File: config.mk
export PLATFORM = sky130hd
export DESIGN_NAME = pipe_adder
export DESIGN_NICKNAME = d
export VERILOG_FILES = /design/src/rtl/adder_pkg.sv /design/src/rtl/add_chunk.sv /design/src/rtl/full_adder.sv /design/src/rtl/pipe_adder.sv
export SDC_FILE = /design/constraint.sdc
export NUM_CORES = 1
export LEC_CHECK = 0
export ABC_CLOCK_PERIOD_IN_PS = 4570
export CAP_MARGIN = 20
export CELL_PAD_IN_SITES_DETAIL_PLACEMENT = 1
export CELL_PAD_IN_SITES_GLOBAL_PLACEMENT = 2
export CORE_AREA = 4 4 165 167
export CTS_BUF_LIST = sky130_fd_sc_hd__clkbuf_8
export DETAILED_ROUTE_END_ITERATION = 7
export DIE_AREA = 0 0 169 171
export HOLD_SLACK_MARGIN = 0.06
export PLACE_DENSITY_LB_ADDON = 0.1
export SLEW_MARGIN = 20
export SYNTH_ARGS = -nofsm -noshare
export SYNTH_HDL_FRONTEND = slang
export SYNTH_SLANG_ARGS = --single-unit
export TNS_END_PERCENT = 50
File: constraint.sdc
create_clock -name clk -period 4.57 [get_ports clk]
set_clock_uncertainty 0.15 [all_clocks]
set_input_delay 0.6855 -clock clk [delete_from_list [all_inputs] [get_ports clk]]
set_output_delay 0.6855 -clock clk [all_outputs]
set_load 0.05 [all_outputs]
File: src/rtl/adder_pkg.sv
// Shared types and defaults for the pipelined adder.
// Imported by the adder top and its bench.
package adder_pkg;

  typedef struct packed {
    logic carry;
    logic ovf;
    logic zero;
  } add_flags_t;

  localparam int ADD_WIDTH  = 32;
  localparam int ADD_STAGES = 4;

  // Width must split evenly into 1..WIDTH chunks.
  function automatic bit geom_ok(int w, int s);
    return (s >= 1) && (s <= w) && ((w % s) == 0);
  endfunction

endpackage

File: src/rtl/add_chunk.sv
// CW-bit ripple adder built from full_adder cells.
// Exposes the carry into the MSB for overflow detection.
module add_chunk #(
  parameter int CW = 8
) (
  input  logic [CW-1:0] a,
  input  logic [CW-1:0] b,
  input  logic          ci,
  output logic [CW-1:0] o,
  output logic          co,
  output logic          c_msb
);

  logic [CW:0] c;

  assign c[0] = ci;

  for (genvar i = 0; i < CW; i++) begin : g_bit
    full_adder u_fa (
      .a (a[i]),
      .b (b[i]),
      .ci(c[i]),
      .s (o[i]),
      .co(c[i+1])
    );
  end

  assign co    = c[CW];
  assign c_msb = c[CW-1];

endmodule

File: src/rtl/full_adder.sv
// One-bit full adder cell.
// Leaf of every chunk carry chain.
module full_adder (
  input  logic a,
  input  logic b,
  input  logic ci,
  output logic s,
  output logic co
);

  assign s  = a ^ b ^ ci;
  assign co = (a & b) | (ci & (a ^ b));

endmodule

File: src/rtl/pipe_adder.sv
// Pipelined add/sub: one CW-bit chunk per stage.
// Final stage register is the output register.
module pipe_adder
  import adder_pkg::*;
#(
  parameter int WIDTH  = ADD_WIDTH,
  parameter int STAGES = ADD_STAGES
) (
  input  logic             clk,
  input  logic             rst_n,
  input  logic             in_valid,
  output logic             in_ready,
  input  logic [WIDTH-1:0] a,
  input  logic [WIDTH-1:0] b,
  input  logic             sub,
  output logic             out_valid,
  input  logic             out_ready,
  output logic [WIDTH-1:0] o,
  output logic             carry,
  output logic             ovf,
  output logic             zero
);

  localparam int CW = WIDTH / STAGES;

  if (!geom_ok(WIDTH, STAGES)) begin : g_bad_geom
    $error("pipe_adder: WIDTH must be a multiple of STAGES");
  end

  logic             stall;
  logic [WIDTH-1:0] b_eff;
  add_flags_t       flags;

  assign stall    = out_valid & ~out_ready;
  assign in_ready = ~stall;
  assign b_eff    = b ^ {WIDTH{sub}};

  for (genvar k = 0; k < STAGES; k++) begin : g_stage
    // RW: operand bits not yet consumed on entry.
    // PW: result bits assembled after this stage.
    localparam int RW = WIDTH - k * CW;
    localparam int PW = (k + 1) * CW;

    logic [RW-1:0] ra;
    logic [RW-1:0] rb;
    logic          vin;
    logic          cin;
    logic          zin;
    logic [CW-1:0] sum;
    logic          co;
    logic          c_msb;
    logic [PW-1:0] nxt_r;
    logic          v_q;
    logic          c_q;
    logic          z_q;
    logic [PW-1:0] r_q;

    if (k == 0) begin : g_src
      assign vin   = in_valid;
      assign ra    = a;
      assign rb    = b_eff;
      assign cin   = sub;
      assign zin   = 1'b1;
      assign nxt_r = sum;
    end else begin : g_src
      assign vin   = g_stage[k-1].v_q;
      assign ra    = g_stage[k-1].g_skew.sa_q;
      assign rb    = g_stage[k-1].g_skew.sb_q;
      assign cin   = g_stage[k-1].c_q;
      assign zin   = g_stage[k-1].z_q;
      assign nxt_r = {sum, g_stage[k-1].r_q};
    end

    add_chunk #(
      .CW(CW)
    ) u_chunk (
      .a    (ra[CW-1:0]),
      .b    (rb[CW-1:0]),
      .ci   (cin),
      .o    (sum),
      .co   (co),
      .c_msb(c_msb)
    );

    // Stage register: valid, chunk carry, running zero, result so far.
    always_ff @(posedge clk) begin
      if (!rst_n) begin
        v_q <= 1'b0;
        c_q <= 1'b0;
        z_q <= 1'b0;
        r_q <= '0;
      end else if (!stall) begin
        v_q <= vin;
        c_q <= co;
        z_q <= zin & (sum == '0);
        r_q <= nxt_r;
      end
    end

    if (k < STAGES - 1) begin : g_skew
      logic [RW-CW-1:0] sa_q;
      logic [RW-CW-1:0] sb_q;
      logic             unused_msb;

      assign unused_msb = c_msb;

      // Skew registers carry the upper operand bits forward.
      always_ff @(posedge clk) begin
        if (!rst_n) begin
          sa_q <= '0;
          sb_q <= '0;
        end else if (!stall) begin
          sa_q <= ra[RW-1:CW];
          sb_q <= rb[RW-1:CW];
        end
      end
    end else begin : g_last
      logic ovf_q;

      // Signed overflow: carry into MSB differs from carry out.
      always_ff @(posedge clk) begin
        if (!rst_n) begin
          ovf_q <= 1'b0;
        end else if (!stall) begin
          ovf_q <= c_msb ^ co;
        end
      end
    end
  end

  assign flags.carry = g_stage[STAGES-1].c_q;
  assign flags.ovf   = g_stage[STAGES-1].g_last.ovf_q;
  assign flags.zero  = g_stage[STAGES-1].z_q;

  assign out_valid = g_stage[STAGES-1].v_q;
  assign o         = g_stage[STAGES-1].r_q;
  assign carry     = flags.carry;
  assign ovf       = flags.ovf;
  assign zero      = flags.zero;

endmodule

* Word-level counts from Yosys, hierarchy flattened *
Index checks and enable logic that the tools add are counted.

cells by class
  reductions and logical operators = 4
  bitwise operators = 168

operators with widths
  cell                number
  1-bit bitwise AND   68
  1-bit bitwise XOR   65
  8-bit logical NOT   4
  1-bit bitwise OR    32
  32-bit bitwise XOR  1
  1-bit inverter      2

storage, ports and cells
  register bits after elaboration = 189
  logic and storage cells = 195

* Depth between registers and ports, before layout *
  depth in word-level cells = 18
  gate-level depth with buffers = 15
  mapped depth without buffers = 14

* Cells and area by module *
Synthesis repeated with hierarchy kept, for this count alone.

second synthesis, totals
  cell total of the unflattened synthesis = 874
  area total of the unflattened synthesis = 7960.1 um^2

by module, submodules not included
  module      area an instance (um^2)  sequential area each (um^2)  cells each  times used
  pipe_adder  7319.5                   3783.6                       842         1
  full_adder  20.0                     0.0                          1           32

* Worst setup path before layout *
Ideal clock, no wire load.

  kind = input -> register
  from = input port sub
  to = register g_stage[0].z_q
  cell stages on the path = 15
  setup time = 0.074 ns
  data required time = 4.346 ns
  setup slack = 0.091 ns
  arrival time = 4.255 ns
  cells stage by stage = buf_4 > buf_2 > xnor2_1 > fa_1 > fa_1 > fa_1 > fa_1 > inv_1 > fa_1 > inv_1 > fa_1 > inv_1 > fa_1 > or3_1 > o21ai_0

on the way
  longest elaborated chain between the ends = 18
  elaborated cells on any way between the ends = 39

RTL lines
  item                                          line              text
  start, declared                               pipe_adder.sv:15  input logic sub,
  32-bit bitwise XOR                            pipe_adder.sv:36  assign b_eff = b ^ {WIDTH{sub}};
  1-bit bitwise XOR                             full_adder.sv:12  assign co = (a & b) | (ci & (a ^ b));
  1-bit bitwise AND                             full_adder.sv:12
  1-bit bitwise OR                              full_adder.sv:12
  1-bit bitwise AND                             full_adder.sv:12
  1-bit bitwise OR                              full_adder.sv:12
  1-bit bitwise AND                             full_adder.sv:12
  1-bit bitwise OR                              full_adder.sv:12
  [... 3 more ...]                              --
  1-bit bitwise OR                              full_adder.sv:12
  1-bit bitwise AND                             full_adder.sv:12
  1-bit bitwise OR                              full_adder.sv:12
  1-bit bitwise AND                             full_adder.sv:12
  1-bit bitwise OR                              full_adder.sv:12
  1-bit bitwise XOR (*)                         full_adder.sv:11  assign s = a ^ b ^ ci;
  named net g_stage[0].u_chunk.g_bit[7].u_fa.s  full_adder.sv:7   output logic s,
  8-bit logical NOT (*)                         pipe_adder.sv:95  z_q <= zin & (sum == '0);
  end signal, assigned                          pipe_adder.sv:95
  end, declared                                 pipe_adder.sv:55  logic z_q;

The timed path passes the listed nets; every way through them passes the cells marked *.
A chain may end at the register's enable or synchronous reset.

* Worst setup path in the final report *
  from = register g_stage[2].c_q
  to = register g_stage[3].z_q, in the netlist zero

on the way
  longest elaborated chain between the ends = 17
  elaborated cells on any way between the ends = 24

RTL lines
  item                    line              text
  start, declared         pipe_adder.sv:54  logic c_q;
  start signal, assigned  pipe_adder.sv:94  c_q <= co;
  1-bit bitwise AND       full_adder.sv:12
  1-bit bitwise OR        full_adder.sv:12
  1-bit bitwise AND       full_adder.sv:12
  1-bit bitwise OR        full_adder.sv:12
  1-bit bitwise AND       full_adder.sv:12
  1-bit bitwise OR        full_adder.sv:12
  1-bit bitwise AND       full_adder.sv:12
  1-bit bitwise OR        full_adder.sv:12
  1-bit bitwise AND       full_adder.sv:12
  1-bit bitwise OR        full_adder.sv:12
  1-bit bitwise AND       full_adder.sv:12
  1-bit bitwise OR        full_adder.sv:12
  1-bit bitwise AND       full_adder.sv:12
  1-bit bitwise OR        full_adder.sv:12
  1-bit bitwise XOR       full_adder.sv:11
  8-bit logical NOT (*)   pipe_adder.sv:95
  1-bit bitwise AND (*)   pipe_adder.sv:95
  end signal, assigned    pipe_adder.sv:95
  end, declared           pipe_adder.sv:55

Mark *: on every way between the ends. The rest lies on a longest branch, timed or not.

==> run_results.csv <==
group,metric,value,unit
routing,postRouteWirelength,19200,um
setup_path,reg2reg_to,"zero",
die,die_y,171,um
finish,drive_above_1_share,4.55,%
global_routing,overflow,0,
die,row_count,59,
die,ioPinCount,106,
yosys,ys_ff_latch,189,
global_routing,grt_max_degree,151,
timing,rsz0062_at_grt,"no",
setup_path,start_kind,"register",
routing,drt_iter0_drc,311,
timing,hold_viol_final,0,
power_and_ir_drop,vdd_drop_max,0.177,mV
setup_path,crit_fanout,2,
routing,post_drt_wl_per_cell,14.7,um
yosys,yosysTopAreaCellShare,46.7,%
routing,vias,5853,
placement,place_inst,1271,
yosys,synth_area_leaders,"dfxtp_1 (47%), nand2_1 (15%), fa_1 (7.7%), a21boi_0 (6.8%), a21boi_1 (6.7%)",
timing,fin_crit,4.35,ns
setup_path,reg2reg_depth,13,
clocking,clkSinkCount,189,
timing,finalCritPeriodShare,95.2,%
worst_hold_path,hp-start,"g_stage[0].g_skew.sa_q[16]",
worst_hold_path,hold_path.class,"register to register",
die,start_util,31.4,%
setup_path,rr_startpoint,"g_stage[2].c_q",
clocking,cts_hold_buffers,0,
clocking,cts_buffers,17,
yosys,seq_area_frac_synth,46.7,%
flow_run,cap_violations,0,
status,status,"completed",
yosys,syn_nets,987,
power_and_ir_drop,powerDensity,352,nW/um^2
setup_path,crit_chain,"fa_1 > fa_1 > fa_1 > fa_1 > inv_1 > fa_1 > inv_1 > fa_1 > fa_1 > inv_1 > fa_1 > nand3_1 > o31ai_1",
clocking,cts_repair_resize_count,0,
yosys,syn_area,8100,um^2
finish,area_growth,19.0,%
placement,port_buffers,105,
yosys,synth.largest_area_cell,"dfxtp_1",
clocking,clockRootBuffer,"clkbuf_8",
setup_path,cp.required,4.75,ns
die,dieArea,28900,um^2
global_routing,grt_pass1_vias,5868,
timing,timing.hold.ws,0.303,ns
placement,globalplace.congestion,0.706,
clocking,cts.clk_slew.worst_paths,0.11,ns
yosys,ys_warn_count,0,
timing,slew_violations,0,
power_and_ir_drop,p_leak,3.92,nW
setup_path,crit_buf_inv,3,
routing,drt_pass1_iterations,4,
timing,setup_viol,0,
clocking,cts_tree,"done",
setup_path,critPathKind,"register to register",
global_routing,grt_pass1_wl,31500,um
routing,detail-route-antenna-nets,0,
setup_path,ff2ff_setup_slack,0.22,ns
global_routing,grtUsageTotal,13.5,%
timing,max_freq,230,MHz
setup_path,crit_path_end_kind,"register",
routing,vias_per_cell,4.49,
clocking,clockBufferDepth,2,
yosys,syn_inst,887,
die,die_x,169,um
yosys,syn_area_per_cell,9.13,um^2
finish,final_util,37.4,%
die,core,25800,um^2
clocking,clock_latency,0.46,ns
placement,hpwl,12500,um
worst_hold_path,min_path_cells,2,
setup_path,critical_path.most_common_cell,"fa_1",
clocking,post-cts-setup-buffers,0,
clocking,cts_max_level,4,
routing,drc,0,
yosys,synth_cell_types,23,
worst_hold_path,min_to,"g_stage[0].g_skew.sa_q[16]",
finish,instances_no_fill,1303,
finish,finalNetCount,1055,
setup_path,crit_path_max_incr_delay,0.48,ns
timing,timing.slew.headroom,43.2,%
timing,worst_slew_pin_slew,0.851,ns
setup_path,cp_top_family,"adder cells",
global_routing,antenna_found_initial,0,
setup_path,cp.arrival,4.53,ns
finish,antennaDiodeCount,0,
setup_path,crit_slowest_cell,"fa_1",
-- logic make-up (layout without fill, tap and decap cells) --
family          Yosys count  in the layout  synth area share (%)
flops                   189            189                  46.7
buf+inv                  96            177                  6.47
xor+xnor                 33             33                  3.57
fa+ha+maj                31             31                  7.66
compound gates          189            189                  18.7
mux                       1              1                 0.124
simple gates            348            348                  16.7
-- tightest hold or removal path: stages, from the launching register on --
cell	delay [ns]
dfxtp_1	0.32
nand2_1	0.05
a21boi_1	0.05
-- registers in the layout (all words and copies together), names as in the netlist --
| register | flops |
|---|---|
| g_stage.g_skew.sa_q | 48 |
| g_stage.g_skew.sb_q | 48 |
| g_stage.r_q | 48 |
| o | 32 |
| g_stage.c_q | 3 |
| g_stage.v_q | 3 |
| g_stage.z_q | 3 |
| carry | 1 |
| out_valid | 1 |
| ovf | 1 |
| zero | 1 |
-- cells in the mapped netlist (all sizes together) --
cell    count
nand3       8
xnor2      31
dfxtp     189
mux2i       1
o211a      39
nor4b       3
or3         4
nor2b       1
xor2        2
o31ai       3
o21ai       1
fa         31
o21a        1
inv        30
a21boi    145
clkbuf     19
nand4b      1
buf        47
nand2     331
-- placed cells by master, fill, tap and decap left out, types with 2 or more instances in the layout --
cell	count
clkinvlp_4	3
xor2_1	2
bufinv_16	2
o211a_1	39
buf_4	10
a21boi_1	72
nand2_1	331
fa_1	31
inv_1	31
clkbuf_8	17
o31ai_1	3
dfxtp_1	189
inv_8	2
nand3_1	8
inv_6	5
nor4b_1	3
or3_1	4
clkdlybuf4s50_1	103
xnor2_1	31
a21boi_0	73
-- per-layer routing --
metal  vias up  share of wire, %  track usage, %
li1       2994                 -               -
met4         0               1.2            3.57
met2        82                41            19.2
met3        18               3.3            2.45
met5         -                 0               0
met1      2759                55            21.0
-- how the worst max path moves through the flow --
stage                   start              to  slack, ns  cells past startpoint
6_report       g_stage[2].c_q            zero       0.22                     13
5_1_grt        g_stage[2].c_q            zero       0.01                     13
4_1_cts        g_stage[2].c_q            zero       0.19                     13
2_1_floorplan             sub  g_stage[0].z_q       0.09                     15
3_3_place_gp             b[1]  g_stage[0].z_q      -0.07                     14
3_5_place_dp             b[0]  g_stage[0].z_q      -0.17                     14
-- stage by stage --
step / area [um^2] / total power [mW] / worst slack (ns) / TNS (ns)
4_1_cts: 9640 / 3.46 / 0.187 / 0
6_report: 9640 / 3.40 / 0.220 / 0
2_1_floorplan: 8100 / 2.13 / 0.0907 / 0
3_3_place_gp: 9240 / 2.31 / -0.0731 / -0.0731
3_5_place_dp: 9240 / 2.31 / -0.167 / -0.167
5_1_grt: 9640 / 3.59 / 0.0122 / 0
-- power breakdown --
| group | leakage (nW) | total [mW] | switching, mW | internal, mW |
|---|---|---|---|---|
| combinational | 2.16 | 0.452 | 0.234 | 0.218 |
| clock | 0.200 | 1.13 | 0.633 | 0.497 |
| sequential | 1.55 | 1.81 | 0.0601 | 1.75 |
| total | 3.92 | 3.40 | 0.927 | 2.47 |
-- layout make-up --
type | instances | area [um^2]
Clock buffer | 17 | 234
Clock inverter | 15 | 161
Fill cell | 3017 | 16100
Inverter | 30 | 118
Multi-Input combinational cell | 602 | 3790
Sequential cell | 189 | 3780
Tap cell | 335 | 419
Timing Repair Buffer | 115 | 1130
(Power assumes the default switching activity.)
